===== config.mk =====
export PLATFORM = sky130hd
export DESIGN_NAME = writeback_buffer
export DESIGN_NICKNAME = d
export VERILOG_FILES = /design/src/rtl/writeback_buffer.sv
export SDC_FILE = /design/constraint.sdc
export NUM_CORES = 1
export LEC_CHECK = 0
export ABC_AREA = 1
export CAP_MARGIN = 40
export CORE_MARGIN = 2
export CORE_UTILIZATION = 61
export CTS_CLUSTER_DIAMETER = 150
export DETAILED_ROUTE_END_ITERATION = 10
export PLACE_DENSITY = 0.85
export SLEW_MARGIN = 20
export SYNTH_ARGS = -nofsm -noshare
export SYNTH_HDL_FRONTEND = slang
export SYNTH_SLANG_ARGS = --single-unit
export TNS_END_PERCENT = 100

===== constraint.sdc =====
create_clock -name clk -period 4.49 [get_ports clk]
set_input_delay 0.898 -clock clk [delete_from_list [all_inputs] [get_ports clk]]
set_output_delay 0.898 -clock clk [all_outputs]
set_load 0.02 [all_outputs]

===== src/rtl/writeback_buffer.sv =====
// Write-back buffer: an in-order queue of register-file writes drained one per
// cycle into a registered write port, with a combinational forwarding lookup
// that returns the youngest pending value for a queried register.
module writeback_buffer #(
   parameter int DEPTH = 4
) (
   input  logic                       clk,
   input  logic                       rst,
   input  logic                       in_valid,
   output logic                       in_ready,
   input  logic [4:0]                 in_reg,
   input  logic [31:0]                in_data,
   input  logic                       hold,
   output logic [4:0]                 write_reg,
   output logic [31:0]                write_data,
   output logic                       write_en,
   input  logic [4:0]                 pend_query,
   output logic                       pend_hit,
   output logic [31:0]                pend_data,
   output logic [$clog2(DEPTH):0]     count,
   output logic                       full,
   output logic                       empty
);

   localparam int AW = $clog2(DEPTH);
   localparam int CW = AW + 1;

   // Queue storage carries no reset; occupancy is tracked by count_q alone.
   logic [4:0]    reg_mem  [DEPTH];
   logic [31:0]   data_mem [DEPTH];

   logic [AW-1:0] head_q, tail_q;
   logic [CW-1:0] count_q, count_d;
   logic [4:0]    wreg_q;
   logic [31:0]   wdata_q;
   logic          wen_q;

   logic          push, pop;

   assign full     = (count_q == CW'(DEPTH));
   assign empty    = (count_q == '0);
   assign in_ready = !full;
   assign count    = count_q;

   assign write_reg  = wreg_q;
   assign write_data = wdata_q;
   assign write_en   = wen_q;

   // Writes to r0 are accepted but dropped; a pop never frees a slot for a
   // same-cycle push because in_ready is derived from the current count only.
   assign push = in_valid && in_ready && (in_reg != 5'd0);
   assign pop  = !empty && !hold;

   // Occupancy bookkeeping for simultaneous push/pop.
   always_comb begin
      count_d = count_q;
      case ({push, pop})
         2'b10:   count_d = count_q + CW'(1);
         2'b01:   count_d = count_q - CW'(1);
         default: count_d = count_q;
      endcase
   end

   // Pointers, occupancy and the registered register-file write port.
   always_ff @(posedge clk or posedge rst) begin
      if (rst) begin
         head_q  <= '0;
         tail_q  <= '0;
         count_q <= '0;
         wen_q   <= 1'b0;
         wreg_q  <= '0;
         wdata_q <= '0;
      end else begin
         count_q <= count_d;
         wen_q   <= pop;
         if (push) tail_q <= tail_q + AW'(1);
         if (pop) begin
            head_q  <= head_q + AW'(1);
            wreg_q  <= reg_mem[head_q];
            wdata_q <= data_mem[head_q];
         end
      end
   end

   // Entry storage written at the tail on every enqueue.
   always_ff @(posedge clk) begin
      if (push) begin
         reg_mem[tail_q]  <= in_reg;
         data_mem[tail_q] <= in_data;
      end
   end

   // Forwarding: scan output register first, then queue oldest to youngest so
   // the last match found is the youngest pending value.
   always_comb begin
      logic [AW-1:0] idx;
      pend_hit  = 1'b0;
      pend_data = '0;
      idx       = '0;
      if (pend_query != 5'd0) begin
         if (wen_q && (wreg_q == pend_query)) begin
            pend_hit  = 1'b1;
            pend_data = wdata_q;
         end
         for (int i = 0; i < DEPTH; i++) begin
            idx = head_q + AW'(i);
            if ((CW'(i) < count_q) && (reg_mem[idx] == pend_query)) begin
               pend_hit  = 1'b1;
               pend_data = data_mem[idx];
            end
         end
      end
   end

endmodule


==> flow_metrics.tcl, run 1 <==
set metrics [dict create \
    status "finished clean" \
    endpoint_kind "output port" \
    syn_area_per_cell_um2 7.45 \
    path_cells "buf_4 > nand2_1 > nand3_1 > a21oi_1 > nor3_2 > nand3b_4 > buf_4 > nor2_1 > nor2_1 > a21oi_1 > clkdlybuf4s50_1" \
    port_buffers 122 \
    hold_buffers 0 \
    core_area_mm2 0.0195 \
    max_stage_delay_ns 0.64 \
    worstPathRequired_ns 3.59 \
    ir_worst_vdd_mv 0.444 \
    core.rowCount 51 \
    internal_power_mw 5.59 \
    multi_input_area_mm2 0.00559 \
    area_growth_pct 17.8 \
    clock_path_buffers 2 \
    hold_viol_final 0 \
    yosys.area.top_type "edfxtp_1" \
    clock_power_share_pct 15.0 \
    antenna_found_initial 1 \
    drv_slew 0 \
    die_h_um 145 \
    dp_hpwl_mm 20.5 \
    drcViolationCount 0 \
    ant_nets 0 \
    final_area_mm2 0.0143 \
    crit_slowest_cell "clkdlybuf4s50_1" \
    finClkSkew_ns 0.0113 \
    hold_class "reg -> reg" \
    power_density_mw_per_mm2 749 \
    regMostFlops "data_mem" \
    htree_levels 4 \
    synth_top_family_by_area "simple AND/OR/NAND/NOR gates" \
    fin_nets 1768 \
    seq_power_share_pct 25.2 \
    largest_reg_flops 128 \
    wirelength_mm 32.3 \
    synthArstFlopShare_pct 23.3 \
    worstSkewPairLatency_ns 0.44 \
    period_minus_slack_ns 4.36 \
    crit_path_start_kind "flip-flop" \
    cts_sinks 193 \
    layoutNonFillerInstCount 1991 \
    max_slew.worst_pin.slew_ns 0.783 \
    grt_pass1_wl_mm 52.0 \
    placed_area_mm2 0.0136 \
    initial_utilization_pct 62.3 \
    die_w_um 145 \
    grt_max_degree 71 \
    combPwrFrac_pct 59.8 \
    dieArea_mm2 0.0211 \
    synth_ff_type "edfxtp_1" \
    max-slew-margin-rel_pct 47.6 \
    crit_family "buffers and inverters" \
    gp_congestion 0.904 \
    drive_gt1_share_pct 9.33 \
    ios 123 \
    track_usage_pct 30.7 \
    ys_seq_elements 193 \
    routed_via_density 5.70 \
    netSwitchingPower_mw 5.15 \
    synth_compound_area_share_pct 15.5 \
    overflow 0 \
    synth_warnings 0 \
    grt_pass1_vias 10700 \
    path_buf_inv 3 \
    synth_xor_xnor_area_share_pct 0.854 \
    synth_mux_area_share_pct 0.0823 \
    num_vias 11300 \
    layout_setup_ws_ns 0.127 \
    r2r_slack_ns 2.02 \
    sw_frac_of_total_pct 48.0 \
    worst-path-max-fanout 24 \
    synth_edf_count 148 \
    dp.cells 1952 \
    diodes 0 \
    crit_arrival_ns 3.46 \
    synth_cell_types 40 \
    synth.cell_area_mm2 0.0122 \
    synthAdderAreaFrac_pct 0.926 \
    drtIter0Drc 1227 \
    clockRootBuffer "clkbuf_16" \
    drv_cap 0 \
    synth-simple-area-share_pct 27.9 \
    setup_viol 0 \
    leakagePower_nw 6.10 \
    ff_latch_area_mm2 0.00558 \
    synth_top_cell_area_share_pct 36.5 \
    cts_buffers 17 \
    worstSetupPathType "reg -> out" \
    p_total_mw 10.7 \
    tritoncts "yes" \
    synthCells 1633 \
    yosys-top-cells-area "edfxtp_1 (37%), nand2_1 (16%), o21ai_0 (11%)" \
    fmax_ghz 0.229 \
    first_pass_iters 6 \
    final.fill_count 1466 \
    wl_per_cell_um 16.2 \
    syn_nets 1688 \
    timing.final.crit_share_pct 97.2 \
    seq_area_frac_synth_pct 45.8 \
    clk_pin_slew_ns 0.08 \
    dp_slack_ns 0.207 \
]
path summary, 6_finish.rpt:
kind,startpoint,endpoint,cells after the start
worst min register to register,write_reg[2],write_reg[2],2
worst min-delay path,write_reg[2],write_reg[2],2
max in group asynchronous,rst,tail_q[1],3
worst max-delay path,head_q[0],pend_data[27],11
min in group asynchronous,rst,write_data[18],2
worst max register to register,count[0],count[2],10
cell families (layout without fill, tap and decap cells):
| logic type | Yosys count | count (layout) |
|---|---|---|
| adder cells (fa/ha/maj) | 9 | 9 |
| buffers and inverters | 237 | 329 |
| flip-flops | 193 | 193 |
| multiplexers | 1 | 1 |
| AND/OR/NAND/NOR | 832 | 832 |
| XOR/XNOR | 11 | 12 |
| AO/OA/AOI/OAI | 350 | 350 |
synth_stat cells, types with 2 or more instances:
cell        n
a21oi_2    31
xor2_1      7
nand2_1   530
ha_1        9
buf_6      13
o21ai_1    34
inv_2       3
buf_1       8
edfxtp_1  148
a21oi_1     9
nor2_2     13
clkbuf_1   50
buf_2      25
nand3_1    95
xnor2_1     3
nor3_1      2
dfrtp_1    45
nand3_2     5
buf_8       2
nand2_2     7
buf_4      13
o21ai_0   272
nor2_1    168
inv_1     122
nand4_1     4
worst min-delay path, cell delays in order, from the launching register on:
cell and delay, ns:
dfrtp_1 0.39, nand2_1 0.06, o21ai_0 0.06
layer usage:
metal	share of wire (%)	track usage, %
met5	0.040	0
met4	3.1	12.4
met3	11	6.29
met2	48	51.8
met1	38	38.8
power by group through the flow:
stage                     Clock [mW]  Sequential (mW)  Combinational [mW]
final                           1.61             2.70                6.42
after global routing            1.71             2.75                7.09
after CTS                       1.62             2.72                6.23
after detailed placement           0             2.75                6.17
after global placement             0             2.74                6.00
after floorplan                    0             2.84                4.21
what timing repair did:
| item | in CTS | in global routing |
|---|---|---|
| endpoints found under the setup margin | 18 | 33 |
| gates resized for setup | 1 | 6 |
| hold endpoints to repair | 0 | 0 |
| gates cloned | 0 | 1 |
| setup buffers | 0 | 6 |
metrics by stage:
stage,hold slack [ns],setup TNS (ns),util [%]
after floorplan,0.557,0,-
after global placement,0.514,0,69.7
after detailed placement,0.535,0,69.7
after CTS,0.551,0,72.9
after global routing,0.588,-0.0239,73.4
final,0.553,0,73.4
layout make-up:
cell class / count / area share (%)
Timing Repair Buffer: 171 / 12.0
Clock inverter: 15 / 1.40
Sequential cell: 193 / 38.9
Tap cell: 265 / 2.31
Multi-Input combinational cell: 1204 / 39.0
Clock buffer: 17 / 2.97
Inverter: 126 / 3.35
placed cells by master (no fill, tap or decap), types with 2 or more instances in the layout:
master,n
nand3_2,7
edfxtp_1,148
nor2_4,6
inv_6,4
clkinvlp_4,2
ha_1,9
bufinv_16,3
nand3_1,93
o21ai_1,34
nand2_1,530
inv_8,3
xor2_1,7
nand2_2,7
nand4_1,4
buf_4,37
nor3_1,2
clkbuf_16,17
a21oi_1,9
o21ai_0,272
xnor2_1,2
nor2_2,13
nor2_1,163
buf_12,10
a21oi_2,31
inv_1,121
clkdlybuf4s50_1,121
buf_6,2
inv_2,3
dfrtp_1,43
clkinv_2,2
Power figures use the tool's default switching activity.
==> inputs of run 2 (changes only) <==
- CORE_UTILIZATION: 61 -> 53
- PLACE_DENSITY: 0.85 -> 0.78
- clock period: 4.49 -> 3.75 ns (I/O delays scaled with it)
==> run 2 against run 1 <==
Routed wire length shrank 1.8%; critical path type unchanged; via count shrank 2.5%; largest power group unchanged; utilization shrank 10 points; global-route usage shrank 4.2 points; largest cell class unchanged.
==> flow_metrics.tcl, run 2 (same netlist as run 1, synthesis figures left out) <==
set metrics [dict create \
    grt_max_degree 110 \
    period_minus_slack_ns 3.66 \
    crit_slowest_cell "dfrtp_4" \
    overflow 0 \
    hold_class "reg -> reg" \
    worst-path-max-fanout 17 \
    setup_viol 0 \
    num_vias 11100 \
    crit_path_start_kind "flip-flop" \
    drcViolationCount 0 \
    first_pass_iters 6 \
    track_usage_pct 26.5 \
    leakagePower_nw 6.15 \
    r2r_cells 7 \
    dp_slack_ns -0.247 \
    timing.final.crit_share_pct 97.6 \
    cp-startpoint "head_q[0]" \
    tritoncts "yes" \
    final.fill_count 1942 \
    ir_worst_vdd_mv 0.555 \
    gp_congestion 0.864 \
    htree_levels 4 \
    clk_pin_slew_ns 0.07 \
    path_buf_inv 3 \
    regToRegStartpoint "count[0]" \
    die_w_um 156 \
    wirelength_mm 31.7 \
    max_stage_delay_ns 0.59 \
    crit_arrival_ns 2.91 \
    endpoint_kind "output port" \
    dp_hpwl_mm 20.9 \
    fin_nets 1777 \
    clockRootBuffer "clkbuf_16" \
    initial_utilization_pct 53.9 \
    finClkSkew_ns 0.0163 \
    status "finished clean" \
    r2r_slack_ns 1.44 \
    placed_area_mm2 0.0138 \
    crit_end "pend_data[22]" \
    drv_slew 0 \
    final_area_mm2 0.0143 \
    max-slew-margin-rel_pct 53.3 \
    layout_setup_ws_ns 0.0886 \
    drtIter0Drc 1017 \
    r2r_end "data_mem[2][24]" \
    dieArea_mm2 0.0242 \
    power_density_mw_per_mm2 872 \
    port_buffers 122 \
    ios 123 \
    hold_viol_final 0 \
    drive_gt1_share_pct 11.8 \
    core_area_mm2 0.0226 \
    ant_nets 0 \
    path_cells "buf_12 > nand2_1 > and2_1 > o211ai_1 > nand2_1 > nor2_2 > nand3b_4 > buf_6 > nor2_1 > nor2_1 > a21oi_2 > clkdlybuf4s15_2" \
    wl_per_cell_um 15.7 \
    worstSkewPairLatency_ns 0.44 \
    hold_slack_ns 0.553 \
    drv_cap 0 \
    hold_buffers 0 \
    worstPathRequired_ns 3.00 \
    cts_buffers 17 \
    diodes 0 \
    largest_reg_flops 128 \
    cts_sinks 193 \
    routed_via_density 5.47 \
    core.rowCount 55 \
    final_common_cell "nand2_1" \
    grt_pass1_wl_mm 50.4 \
    rsz0062_at_grt "no" \
    critical_path_depth 12 \
    clock_path_buffers 2 \
    final_cell_mix "nand2_1 (528), o21ai_0 (268), nor2_1 (163), edfxtp_1 (148), inv_1 (121)" \
    fin_util_pct 63.3 \
    antenna_found_initial 2 \
    fmax_ghz 0.273 \
    crit_family "simple AND/OR/NAND/NOR gates" \
    die_h_um 156 \
    area_growth_pct 17.4 \
    max_slew.worst_pin.slew_ns 0.700 \
    grt_pass1_vias 10100 \
    regMostFlops "data_mem" \
    worstSetupPathType "reg -> out" \
    p_total_mw 12.5 \
]
run 2: changes by cell type in the layout (fill, tap and decap cells not counted), sizes merged, moves of 2 or more:
cell and change:
buf +12, bufinv -3, clkbuf +31, clkdlybuf4s15 +2
clkdlybuf4s50 -32, inv -2
run 2: area by class of cell:
| cell class | instances | area (µm²) | share of cell area, % |
|---|---|---|---|
| timing repair buffer | 180 | 1720 | 12.0 |
| timing repair inverter | 1 | 8.76 | 0.0613 |
| clock buffer | 21 | 440 | 3.08 |
| multi-input combinational | 1203 | 5620 | 39.3 |
| tap | 285 | 357 | 2.50 |
| sequential | 193 | 5580 | 39.0 |
| clock inverter | 11 | 83.8 | 0.587 |
| inverter | 126 | 490 | 3.43 |
run 2: worst min path at each step:
stage               slack, ns  depth (start not counted)           start             end
floorplan                0.56                          2       tail_q[1]       tail_q[1]
global placement         0.52                          2    write_reg[1]    write_reg[1]
detailed placement       0.54                          2    write_reg[0]    write_reg[0]
CTS                      0.56                          2    write_reg[0]    write_reg[0]
global route             0.59                          2  write_data[25]  write_data[25]
finish                   0.55                          2    write_reg[0]    write_reg[0]
run 2: metal layers:
| metal | vias up | GRT usage [%] | routed length [µm] |
|---|---|---|---|
| li1 | 5503 | - | - |
| met1 | 5023 | 33.4 | 13300 |
| met2 | 456 | 46.8 | 15500 |
| met3 | 65 | 4.32 | 2130 |
| met4 | 4 | 8.34 | 791 |
| met5 | - | 0 | 30 |
run 2: tightest hold or removal path, delay by kind of cell (launching register included):
kind / cells / cell delay, ns
AOI/OAI and AO/OA: 1 / 0.06
DFF: 1 / 0.40
and+or+nand+nor: 1 / 0.06
run 2: metrics by stage:
stage	cells	setup TNS, ns
finish	2020	0
global route	2020	0
CTS	2016	-0.00441
detailed placement	1984	-5.97
global placement	1984	-3.80
floorplan	1633	0
run 2: report_power, final:
group / switching, mW / total (mW) / internal, mW
clock: 0.804 / 1.66 / 0.854
sequential: 0.374 / 3.27 / 2.90
combinational: 4.93 / 7.53 / 2.60
run 2: what timing repair did:
action / 4_1_cts / 5_1_grt
setup endpoints to repair: 33 / 33
setup buffers: 0 / 3
gates resized for setup: 57 / 74
endpoints found under the hold margin: 0 / 0
gates cloned: 0 / 1
pin swaps: 0 / 3
==> inputs of run 3 (changes only) <==
- ABC_AREA: 1 -> 0
- CORE_UTILIZATION: 53 -> 52
- PLACE_DENSITY: 0.78 -> 0.77
==> run 3 against run 2 <==
The flow now finishes with violations (setup timing); critical path depth fell by 2; first-iteration DRC count fell by 33%; hold slack got worse by 0.017 ns; via count fell by 17%; largest power group unchanged.
==> flow_metrics.tcl, run 3 <==
set metrics [dict create \
    status "finished with violations" \
    violations "setup timing" \
    synth_warnings 0 \
    synthArstFlopShare_pct 23.3 \
    holdPathStages 2 \
    die_w_um 156 \
    fin_nets 1194 \
    drtIter0Drc 679 \
    synthAdderAreaFrac_pct 0.941 \
    gp_congestion 0.862 \
    setup_viol 33 \
    clock_path_buffers 2 \
    final.fill_count 1429 \
    yosys-top-cells-area "edfxtp_1 (37%), mux2i_1 (17%), dfrtp_1 (9.4%)" \
    crit_arrival_ns 3.26 \
    drive_gt1_share_pct 34.5 \
    core_area_mm2 0.0226 \
    synth_top_cell_area_share_pct 37.2 \
    rsz0062_at_grt "yes" \
    hold_class "reg -> reg" \
    dieArea_mm2 0.0242 \
    dp_hpwl_mm 21.0 \
    dp.cells 1377 \
    synth-simple-area-share_pct 6.18 \
    hold_buffers 0 \
    final_common_cell "mux2i_1" \
    wirelength_mm 35.0 \
    largest_reg_flops 128 \
    grt_max_degree 70 \
    crit_family "buffers and inverters" \
    drcViolationCount 0 \
    htree_levels 4 \
    clockRootBuffer "clkbuf_16" \
    clock_power_share_pct 14.6 \
    path_buf_inv 4 \
    path_cells "buf_4 > mux4_2 > xnor2_2 > nand4_1 > or2_4 > buf_12 > buf_16 > a2111oi_4 > a211oi_4 > buf_6" \
    syn_nets 1015 \
    wl_per_cell_um 24.3 \
    drv_cap 0 \
    fmax_ghz 0.249 \
    synth_mux_area_share_pct 26.0 \
    core.rowCount 55 \
    layout_setup_ws_ns -0.258 \
    clk_pin_slew_ns 0.07 \
    worstPathRequired_ns 3.00 \
    critical_path_depth 10 \
    initial_utilization_pct 52.8 \
    endpoint_kind "output port" \
    worst-path-max-fanout 8 \
    track_usage_pct 27.8 \
    ios 123 \
    syn_area_per_cell_um2 12.5 \
    die_h_um 156 \
    period_minus_slack_ns 4.01 \
    synth_most_common_cell "mux2i_1" \
    num_vias 9203 \
    cts_sinks 193 \
    power_density_mw_per_mm2 845 \
    yosys.area.top_type "edfxtp_1" \
    seq_power_share_pct 24.6 \
    cts_buffers 17 \
    timing.final.crit_share_pct 107 \
    tritoncts "yes" \
    synth_commonest_cells "mux2i_1 (198), edfxtp_1 (148), nand2_1 (50)" \
    worstSetupPathType "reg -> out" \
    crit_path_start_kind "flip-flop" \
    layoutNonFillerInstCount 1438 \
    max-slew-margin-rel_pct 46.0 \
    sw_frac_of_total_pct 42.5 \
    netSwitchingPower_mw 5.78 \
    drv_slew 0 \
    grt_pass1_vias 9435 \
    port_buffers 122 \
    max_stage_delay_ns 0.54 \
    area_growth_pct 34.7 \
    combPwrFrac_pct 60.7 \
    seq_area_frac_synth_pct 46.6 \
    synth.cell_area_mm2 0.0120 \
    hold_viol_final 0 \
    crit_slowest_cell "mux4_2" \
    synthCells 960 \
    first_pass_iters 5 \
    final_cell_mix "mux2i_1 (198), edfxtp_1 (148), buf_4 (94), clkdlybuf4s50_1 (89), nand2_1 (50)" \
    r2r_end "data_mem[0][1]" \
    r2r_slack_ns 1.18 \
    max_slew.worst_pin.slew_ns 0.811 \
    synth_top_family_by_area "multiplexers" \
    ir_worst_vdd_mv 0.593 \
    internal_power_mw 7.84 \
    ys_seq_elements 193 \
    synth_compound_area_share_pct 12.9 \
    hp-start "write_data[2]" \
    leakagePower_nw 6.44 \
    fin_util_pct 71.2 \
    grt_pass1_wl_mm 51.4 \
    synth_cell_types 48 \
    finClkSkew_ns 0.0128 \
    synth_xor_xnor_area_share_pct 2.12 \
    r2r_cells 6 \
    synth_edf_count 148 \
    regToRegStartpoint "count[0]" \
    overflow 0 \
    worstSkewPairLatency_ns 0.44 \
    routed_via_density 6.40 \
    regMostFlops "data_mem" \
    hold-path-endpoint "write_data[2]" \
    ant_nets 0 \
    synth_ff_type "edfxtp_1" \
    antenna_found_initial 1 \
]
run 3: cell count changes after synthesis, moves of 33 or more:
| cell | before | now |
|---|---|---|
| a31oi_1 | 0 | 34 |
| inv_1 | 122 | 39 |
| mux2_2 | 0 | 45 |
| mux2i_1 | 1 | 198 |
| nand2_1 | 530 | 50 |
| nand3_1 | 95 | 2 |
| nor2_1 | 168 | 6 |
| o21ai_0 | 272 | 1 |
| o31ai_1 | 0 | 33 |
run 3: layout make-up:
type | count | area, µm² | share of cell area, %
multi-input cells | 637 | 6750 | 41.9
flip-flops and latches | 193 | 5580 | 34.6
repair buffers | 250 | 2640 | 16.4
clock buffers | 21 | 472 | 2.93
well taps | 285 | 357 | 2.21
clock inverters | 11 | 175 | 1.09
inverters | 40 | 150 | 0.932
diodes | 1 | 2.50 | 0.0155
run 3: stage by stage:
step	setup TNS [ns]	setup WS (ns)	hold slack, ns	area, µm²	power, mW
2_1_floorplan	0	0.258	0.562	12000	7.93
3_3_place_gp	-13.42	-0.466	0.490	14000	10.2
3_5_place_dp	-15.38	-0.547	0.510	14100	10.4
4_1_cts	-4.69	-0.220	0.528	15400	12.9
5_1_grt	-11.04	-0.410	0.554	16100	14.2
6_report	-7.18	-0.258	0.536	16100	13.6
run 3: metal layers:
metal  vias up  track usage (%)  share of wire, %
li1       4048                -                 -
met2       437             47.9                51
met5         -                0                 0
met1      4632             34.7                39
met3        86             4.86               7.3
met4         0             11.6               3.2
run 3: how the worst max path moves through the flow:
stage                   from       endpoint  slack, ns
2_1_floorplan      head_q[0]  pend_data[11]       0.26
3_3_place_gp   pend_query[4]  pend_data[29]      -0.47
3_5_place_dp   pend_query[3]  pend_data[11]      -0.55
4_1_cts            head_q[0]  pend_data[11]      -0.22
5_1_grt            head_q[0]  pend_data[18]      -0.41
6_report           head_q[0]  pend_data[18]      -0.26
run 3: power by group through the flow:
| stage | sequential [mW] | combinational (mW) | clock (mW) |
|---|---|---|---|
| after CTS | 3.33 | 7.60 | 2.00 |
| final | 3.36 | 8.27 | 1.99 |
| after floorplan | 3.47 | 4.46 | 0 |
| after detailed placement | 3.39 | 7.00 | 0 |
| after global placement | 3.37 | 6.83 | 0 |
| after global routing | 3.41 | 8.72 | 2.09 |
run 3: tightest hold or removal path, cell delays in order (launching register included):
cell	delay, ns
dfrtp_1	0.38
nand2_1	0.06
o21ai_1	0.06
run 3: cell families (layout without fill, tap and decap cells):
group,count (synthesis),count (layout)
buf+inv,130,322
flops,193,193
simple gates,144,144
compound gates,174,174
other cells,0,1
mux,281,281
xor+xnor,29,29
fa+ha+maj,9,9
run 3: what timing repair did:
| item | 4_1_cts | 5_1_grt |
|---|---|---|
| setup endpoints to repair | 33 | 33 |
| gates resized for setup | 269 | 96 |
| pin swaps | 11 | 17 |
| gates cloned | 0 | 4 |
| setup buffers | 14 | 13 |
